File: config.mk
export PLATFORM = sky130hd
export DESIGN_NAME = pet2001_prg_loader_flat
export DESIGN_NICKNAME = d
export VERILOG_FILES = /design/src/rtl/pet2001_prg_loader_if.sv /design/src/rtl/pet2001_prg_loader.sv /design/src/flat_wrapper.sv
export SDC_FILE = /design/constraint.sdc
export NUM_CORES = 1
export LEC_CHECK = 0
export BUFFER_PORTS_ARGS = -buffer_cell sky130_fd_sc_hd__buf_2
export CORE_UTILIZATION = 55
export DETAILED_ROUTE_END_ITERATION = 10
export GPL_ROUTABILITY_DRIVEN = 0
export PLACE_DENSITY_LB_ADDON = 0.12
export SYNTH_ARGS = -nofsm -noshare
export SYNTH_HDL_FRONTEND = slang
export SYNTH_SLANG_ARGS = --single-unit
export TNS_END_PERCENT = 20
File: constraint.sdc
create_clock -name clk -period 2.7 [get_ports clk]
set_clock_uncertainty 0.1 [all_clocks]
set_input_delay 0.405 -clock clk [delete_from_list [all_inputs] [get_ports clk]]
set_output_delay 0.405 -clock clk [all_outputs]
set_load 0.02 [all_outputs]
File: src/rtl/pet2001_prg_loader_if.sv
// pet2001_prg_loader_if
//   Bundles the .PRG byte-stream handshake, the DMA write port into PET RAM,
//   and the loader status outputs.
//   master : loader side (drives in_ready, dma_*, status)
//   slave  : environment side (drives start, patch_en, in_data/in_valid/in_last)
//   Signals:
//     start, patch_en                 control from host
//     in_data[7:0], in_valid, in_last byte stream into the loader
//     in_ready                        loader accepts a byte this cycle
//     dma_addr[15:0], dma_din[7:0], dma_we   RAM write port
//     busy, done, err_short, err_ovf  status
//     load_addr[15:0], end_addr[15:0] header load address / end of payload
interface pet2001_prg_loader_if;
    logic        start;
    logic        patch_en;
    logic [7:0]  in_data;
    logic        in_valid;
    logic        in_last;
    logic        in_ready;
    logic [15:0] dma_addr;
    logic [7:0]  dma_din;
    logic        dma_we;
    logic        busy;
    logic        done;
    logic        err_short;
    logic        err_ovf;
    logic [15:0] load_addr;
    logic [15:0] end_addr;

    modport master (
        input  start, patch_en, in_data, in_valid, in_last,
        output in_ready, dma_addr, dma_din, dma_we, busy, done,
               err_short, err_ovf, load_addr, end_addr
    );

    modport slave (
        output start, patch_en, in_data, in_valid, in_last,
        input  in_ready, dma_addr, dma_din, dma_we, busy, done,
               err_short, err_ovf, load_addr, end_addr
    );
endinterface

File: src/rtl/pet2001_prg_loader.sv
// pet2001_prg_loader
//   Converts a .PRG byte stream (2-byte little-endian load address followed by
//   payload) into one-byte-per-cycle DMA writes into the 32KB PET RAM, and can
//   afterwards patch the BASIC 4 VARTAB/ARYTAB/STREND pointers with the end
//   address so RUN works immediately.
//   Ports:
//     clk      system clock
//     reset_n  asynchronous active-low reset
//     bus      pet2001_prg_loader_if.master (stream in, DMA out, status)
module pet2001_prg_loader #(
    parameter logic [15:0] RAM_TOP  = 16'h8000,
    parameter logic [7:0]  PTR_BASE = 8'h2A,
    parameter int unsigned NUM_PTRS = 3
) (
    input  logic                        clk,
    input  logic                        reset_n,
    pet2001_prg_loader_if.master        bus
);

    typedef enum logic [2:0] {
        IDLE,
        HDR_LO,
        HDR_HI,
        DATA,
        PATCH,
        FIN
    } state_t;

    localparam logic [7:0] PATCH_LAST = 8'(2 * NUM_PTRS - 1);

    state_t      state;
    state_t      state_nxt;
    logic        ready;
    logic        xfer;
    logic        patch_q;
    logic [15:0] cur_addr;
    logic [7:0]  ptr_idx;
    logic [15:0] dma_addr_q;
    logic [7:0]  dma_din_q;
    logic        dma_we_q;
    logic        err_short_q;
    logic        err_ovf_q;
    logic [15:0] load_addr_q;
    logic [15:0] end_addr_q;

    assign bus.in_ready  = ready;
    assign bus.busy      = (state != IDLE);
    assign bus.done      = (state == FIN);
    assign bus.dma_addr  = dma_addr_q;
    assign bus.dma_din   = dma_din_q;
    assign bus.dma_we    = dma_we_q;
    assign bus.err_short = err_short_q;
    assign bus.err_ovf   = err_ovf_q;
    assign bus.load_addr = load_addr_q;
    assign bus.end_addr  = end_addr_q;

    always_ff @(posedge clk or negedge reset_n) begin
        if (!reset_n) state <= IDLE;
        else          state <= state_nxt;
    end

    always_comb begin
        state_nxt = state;
        ready     = 1'b0;
        case (state)
            HDR_LO, HDR_HI, DATA: ready = 1'b1;
            default:              ready = 1'b0;
        endcase
        xfer = bus.in_valid & ready;

        // start overrides everything, including a same-cycle transfer
        if (bus.start) begin
            state_nxt = HDR_LO;
        end else begin
            case (state)
                IDLE:    state_nxt = IDLE;
                HDR_LO:  if (xfer) state_nxt = bus.in_last ? FIN : HDR_HI;
                HDR_HI:  if (xfer) state_nxt = bus.in_last ? FIN : DATA;
                DATA:    if (xfer && bus.in_last) state_nxt = patch_q ? PATCH : FIN;
                PATCH:   if (ptr_idx == PATCH_LAST) state_nxt = FIN;
                FIN:     state_nxt = IDLE;
                default: state_nxt = IDLE;
            endcase
        end
    end

    always_ff @(posedge clk or negedge reset_n) begin
        if (!reset_n) begin
            patch_q     <= 1'b0;
            cur_addr    <= '0;
            ptr_idx     <= '0;
            dma_addr_q  <= '0;
            dma_din_q   <= '0;
            dma_we_q    <= 1'b0;
            err_short_q <= 1'b0;
            err_ovf_q   <= 1'b0;
            load_addr_q <= '0;
            end_addr_q  <= '0;
        end else begin
            dma_we_q <= 1'b0;
            if (bus.start) begin
                patch_q     <= bus.patch_en;
                err_short_q <= 1'b0;
                err_ovf_q   <= 1'b0;
                ptr_idx     <= '0;
            end else begin
                case (state)
                    HDR_LO: if (xfer) begin
                        load_addr_q[7:0] <= bus.in_data;
                        if (bus.in_last) err_short_q <= 1'b1;
                    end
                    HDR_HI: if (xfer) begin
                        load_addr_q[15:8] <= bus.in_data;
                        cur_addr          <= {bus.in_data, load_addr_q[7:0]};
                        if (bus.in_last) err_short_q <= 1'b1;
                    end
                    DATA: if (xfer) begin
                        // bytes at/above RAM_TOP are dropped; dma_addr/din keep
                        // their last written value so bit 15 never shows
                        if (cur_addr < RAM_TOP) begin
                            dma_addr_q <= cur_addr;
                            dma_din_q  <= bus.in_data;
                            dma_we_q   <= 1'b1;
                        end else begin
                            err_ovf_q  <= 1'b1;
                        end
                        cur_addr <= cur_addr + 16'd1;
                        ptr_idx  <= '0;
                        if (bus.in_last) end_addr_q <= cur_addr + 16'd1;
                    end
                    PATCH: begin
                        dma_addr_q <= {8'h00, 8'(PTR_BASE + ptr_idx)};
                        dma_din_q  <= ptr_idx[0] ? end_addr_q[15:8] : end_addr_q[7:0];
                        dma_we_q   <= 1'b1;
                        ptr_idx    <= ptr_idx + 8'd1;
                    end
                    default: ;
                endcase
            end
        end
    end

endmodule

File: src/flat_wrapper.sv
// flat-port wrapper written by rule: the top's interface ports become plain ports
module pet2001_prg_loader_flat 
#(
    parameter logic [15:0] RAM_TOP  = 16'h8000,
    parameter logic [7:0]  PTR_BASE = 8'h2A,
    parameter int unsigned NUM_PTRS = 3
)
  (clk, reset_n, bus_start, bus_patch_en, bus_in_data, bus_in_valid, bus_in_last, bus_in_ready, bus_dma_addr, bus_dma_din, bus_dma_we, bus_busy, bus_done, bus_err_short, bus_err_ovf, bus_load_addr, bus_end_addr);
  pet2001_prg_loader_if bus_i ();
  input  logic clk;
  input  logic reset_n;
  input wire logic [$bits(bus_i.start)-1:0] bus_start;
  input wire logic [$bits(bus_i.patch_en)-1:0] bus_patch_en;
  input wire logic [$bits(bus_i.in_data)-1:0] bus_in_data;
  input wire logic [$bits(bus_i.in_valid)-1:0] bus_in_valid;
  input wire logic [$bits(bus_i.in_last)-1:0] bus_in_last;
  output wire logic [$bits(bus_i.in_ready)-1:0] bus_in_ready;
  output wire logic [$bits(bus_i.dma_addr)-1:0] bus_dma_addr;
  output wire logic [$bits(bus_i.dma_din)-1:0] bus_dma_din;
  output wire logic [$bits(bus_i.dma_we)-1:0] bus_dma_we;
  output wire logic [$bits(bus_i.busy)-1:0] bus_busy;
  output wire logic [$bits(bus_i.done)-1:0] bus_done;
  output wire logic [$bits(bus_i.err_short)-1:0] bus_err_short;
  output wire logic [$bits(bus_i.err_ovf)-1:0] bus_err_ovf;
  output wire logic [$bits(bus_i.load_addr)-1:0] bus_load_addr;
  output wire logic [$bits(bus_i.end_addr)-1:0] bus_end_addr;
  assign bus_i.start = bus_start;
  assign bus_i.patch_en = bus_patch_en;
  assign bus_i.in_data = bus_in_data;
  assign bus_i.in_valid = bus_in_valid;
  assign bus_i.in_last = bus_in_last;
  assign bus_in_ready = bus_i.in_ready;
  assign bus_dma_addr = bus_i.dma_addr;
  assign bus_dma_din = bus_i.dma_din;
  assign bus_dma_we = bus_i.dma_we;
  assign bus_busy = bus_i.busy;
  assign bus_done = bus_i.done;
  assign bus_err_short = bus_i.err_short;
  assign bus_err_ovf = bus_i.err_ovf;
  assign bus_load_addr = bus_i.load_addr;
  assign bus_end_addr = bus_i.end_addr;
  pet2001_prg_loader #(.RAM_TOP(RAM_TOP), .PTR_BASE(PTR_BASE), .NUM_PTRS(NUM_PTRS)) u_core (.clk(clk), .reset_n(reset_n), .bus(bus_i));
endmodule
==> metrics.txt <==
commonest cells after routing, fill and taps aside dfrtp_1, buf_2, nand2_1; number of buffers between clock root and the deepest sink 2; Fillers 631; Buffers on Ports 75; buffering stage count on the worst path with inverters included 0; initial antenna violation count 0; worst path required time 2.79 ns; most common library cell in the layout ignoring fill and taps dfrtp_1; classification of the worst setup path flop to flop; Largest stage delay, worst path 0.92 ns; HPWL after detailed placement 7420 µm; count of boundary I/O pins 76; result of the run finished clean; data arrival time of the worst path 2.40 ns; number of violations of the max-capacitance limit 0; unrepaired setup endpoints after global routing no; ant diodes 0; H-Tree Level Count 3; power density of the placed cells 1000 nW/µm²; wire length of the first global-routing pass 17,400 µm; post-route setup TNS 0 ns; post-cts gate resize count 0; number of synthesized flops with an enable pin 0; number of distinct standard cells referenced by the synthesized netlist 49; residual DRC count 0; area of the core 7730 µm²; Worst Path Max Fanout 32; TritonCTS clock tree built; Hold Vio Cnt, Final 0; floorplan die area 8380 µm²; leftover overflow at the end of global routing 0; per-cell routed wire length 16.8 µm; total iterations of the first detailed-routing run 6; Peak VDD IR 0.589 mV; Clock Pin Slew Worst Setup and Hold Paths 0.08 ns; number of warnings printed during yosys synthesis 0; area grow syn2layout 15.0%; share of synthesized area occupied by flip-flops and latches 0.494; vias in the first global route 3,413; Synth Net Count 474; Most used DFF post-synth dfrtp_1; Synth Cell Area 4410 µm²; share of synthesized flip-flops with an asynchronous set or reset 1.00; sort of element at the start of the critical path flop; Vias per Instance 5.83; cell chosen for the clock root clkbuf_8; Tightest Hold Check Type input pin to flop; vias after detailed routing 3,631; worst slack at placement 0.393 ns; Sequential Area 2180 µm²; area of the multi-input gates 2060 µm²; FMAX 0.433 GHz; gr usage total 0.269; Clk Latency, worst-skew pair 0.36 ns; Die Wd 91.5 µm; list of cells traversed by the critical path and4b_1 -> a21oi_2 -> o21ai_0; Starting Density 0.571; worst slew pin tran 1.18 ns; Max stage delay cell, worst path a21oi_2; number of core rows 32; count of state elements after synthesis 87; Leak Pwr 2.28 nW; Antenna Violating Nets Remaining 0; pin count of the biggest net entering global routing 48; final worst path period share 0.856; Post-Route WL 10,500 µm; # clock sinks 87; First DRT Iteration DRCs 223; type of destination of the critical path flop; cells after synthesis 456; Final WS setup 0.388 ns; mean instance size in the synthesized netlist 9.67 µm²; final-report max-slew violation count 0; Final Net Count 534; vertical extent of the die 91.5 µm; share of final-layout standard cells stronger than drive strength 1 0.251; Slew HR 0.213; total CTS buffers 9; crit-path leading delay family compound AO/OA/AOI/OAI gates; post-layout min period 2.31 ns; number of failing setup endpoints in the final timing report 0
## layout make-up
class | instances | share of cell area
Tap cell | 102 | 0.0252
Inverter | 5 | 0.00370
Multi-Input combinational cell | 328 | 0.407
Clock buffer | 10 | 0.0252
Clock inverter | 6 | 0.0168
Sequential cell | 87 | 0.430
Timing Repair Buffer | 85 | 0.0923
## logic make-up (layout without fill, tap and decap cells)
kind of cell / Yosys count / in the layout / synth area share
buf+inv: 41 / 106 / 0.0406
simple gates: 153 / 153 / 0.177
flops: 87 / 87 / 0.494
xor+xnor: 21 / 21 / 0.0417
compound gates: 118 / 118 / 0.157
mux: 32 / 32 / 0.0789
fa+ha+maj: 4 / 4 / 0.0114
## path summary, 6_finish.rpt
kind,startpoint,endpoint,slack (ns),depth (start not counted)
worst max-delay path,u_core.state[1],u_core.bus.dma_addr[2],0.39,3
worst min-delay path,bus_patch_en,u_core.patch_q,0.18,2
worst max register to register,u_core.state[1],u_core.bus.dma_addr[2],0.39,3
worst min register to register,u_core.bus.dma_addr[0],u_core.bus.dma_addr[0],0.37,2
max in group asynchronous,reset_n,u_core.cur_addr[12],1.37,3
min in group asynchronous,reset_n,u_core.bus.dma_addr[15],0.47,2
## per-stage QoR
step / area [µm²] / power [W] / hold slack [ns] / instances / util
4_1_cts: 5070 / 0.00510 / 0.167 / 623 / 0.656
6_report: 5070 / 0.00508 / 0.182 / 623 / 0.656
3_3_place_gp: 4850 / 0.00406 / 0.324 / 606 / 0.627
3_5_place_dp: 4850 / 0.00412 / 0.331 / 606 / 0.627
5_1_grt: 5070 / 0.00540 / 0.175 / 623 / 0.656
2_1_floorplan: 4410 / 0.00344 / 0.00941 / 456 / -
## cells in the mapped netlist, types with 4 or more instances
master / count / share of area
nor3_1: 6 / 0.0068
o22a_1: 6 / 0.012
a31oi_1: 9 / 0.013
ha_1: 4 / 0.011
buf_2: 6 / 0.0068
nor2_1: 38 / 0.032
o21a_1: 6 / 0.010
a21oi_1: 32 / 0.036
xor2_1: 9 / 0.018
xnor2_1: 12 / 0.024
clkbuf_1: 25 / 0.021
nand2_1: 52 / 0.044
mux2i_1: 13 / 0.030
o21ai_0: 45 / 0.051
nor4_2: 5 / 0.014
nand4_1: 7 / 0.0099
dfrtp_1: 87 / 0.49
mux2_2: 18 / 0.046
o22ai_1: 4 / 0.0057
o21ai_1: 4 / 0.0045
nand3_1: 21 / 0.024
inv_1: 5 / 0.0043
## routing by layer
metal  share of wire  vias up  track usage
li1                -     1734            -
met1            0.47     1747        0.399
met2            0.45      132        0.401
met3           0.062       18       0.0369
met4           0.017        0       0.0966
met5               0        -            0
## power breakdown
group | switching [W] | internal [W]
clock network | 0.000460 | 0.000518
registers | 0.000509 | 0.00177
logic | 0.00111 | 0.000710
total | 0.00208 | 0.00300
## registers in the layout, summed over array words and instances (netlist names)
register and count:
u_core.bus.dma_addr 16, u_core.bus.dma_din 8, u_core.bus.dma_we 1, u_core.bus.end_addr 16, u_core.bus.err_ovf 1, u_core.bus.err_short 1
u_core.bus.load_addr 16, u_core.cur_addr 16, u_core.patch_q 1, u_core.ptr_idx 8, u_core.state 3
## what timing repair did
item                                    4_1_cts  5_1_grt
buffers inserted                              0        0
hold endpoints to repair                     40        0
hold buffers                                  1        0
endpoints found under the setup margin        0        0
No activity file was read; power rests on OpenSTA's default activity.
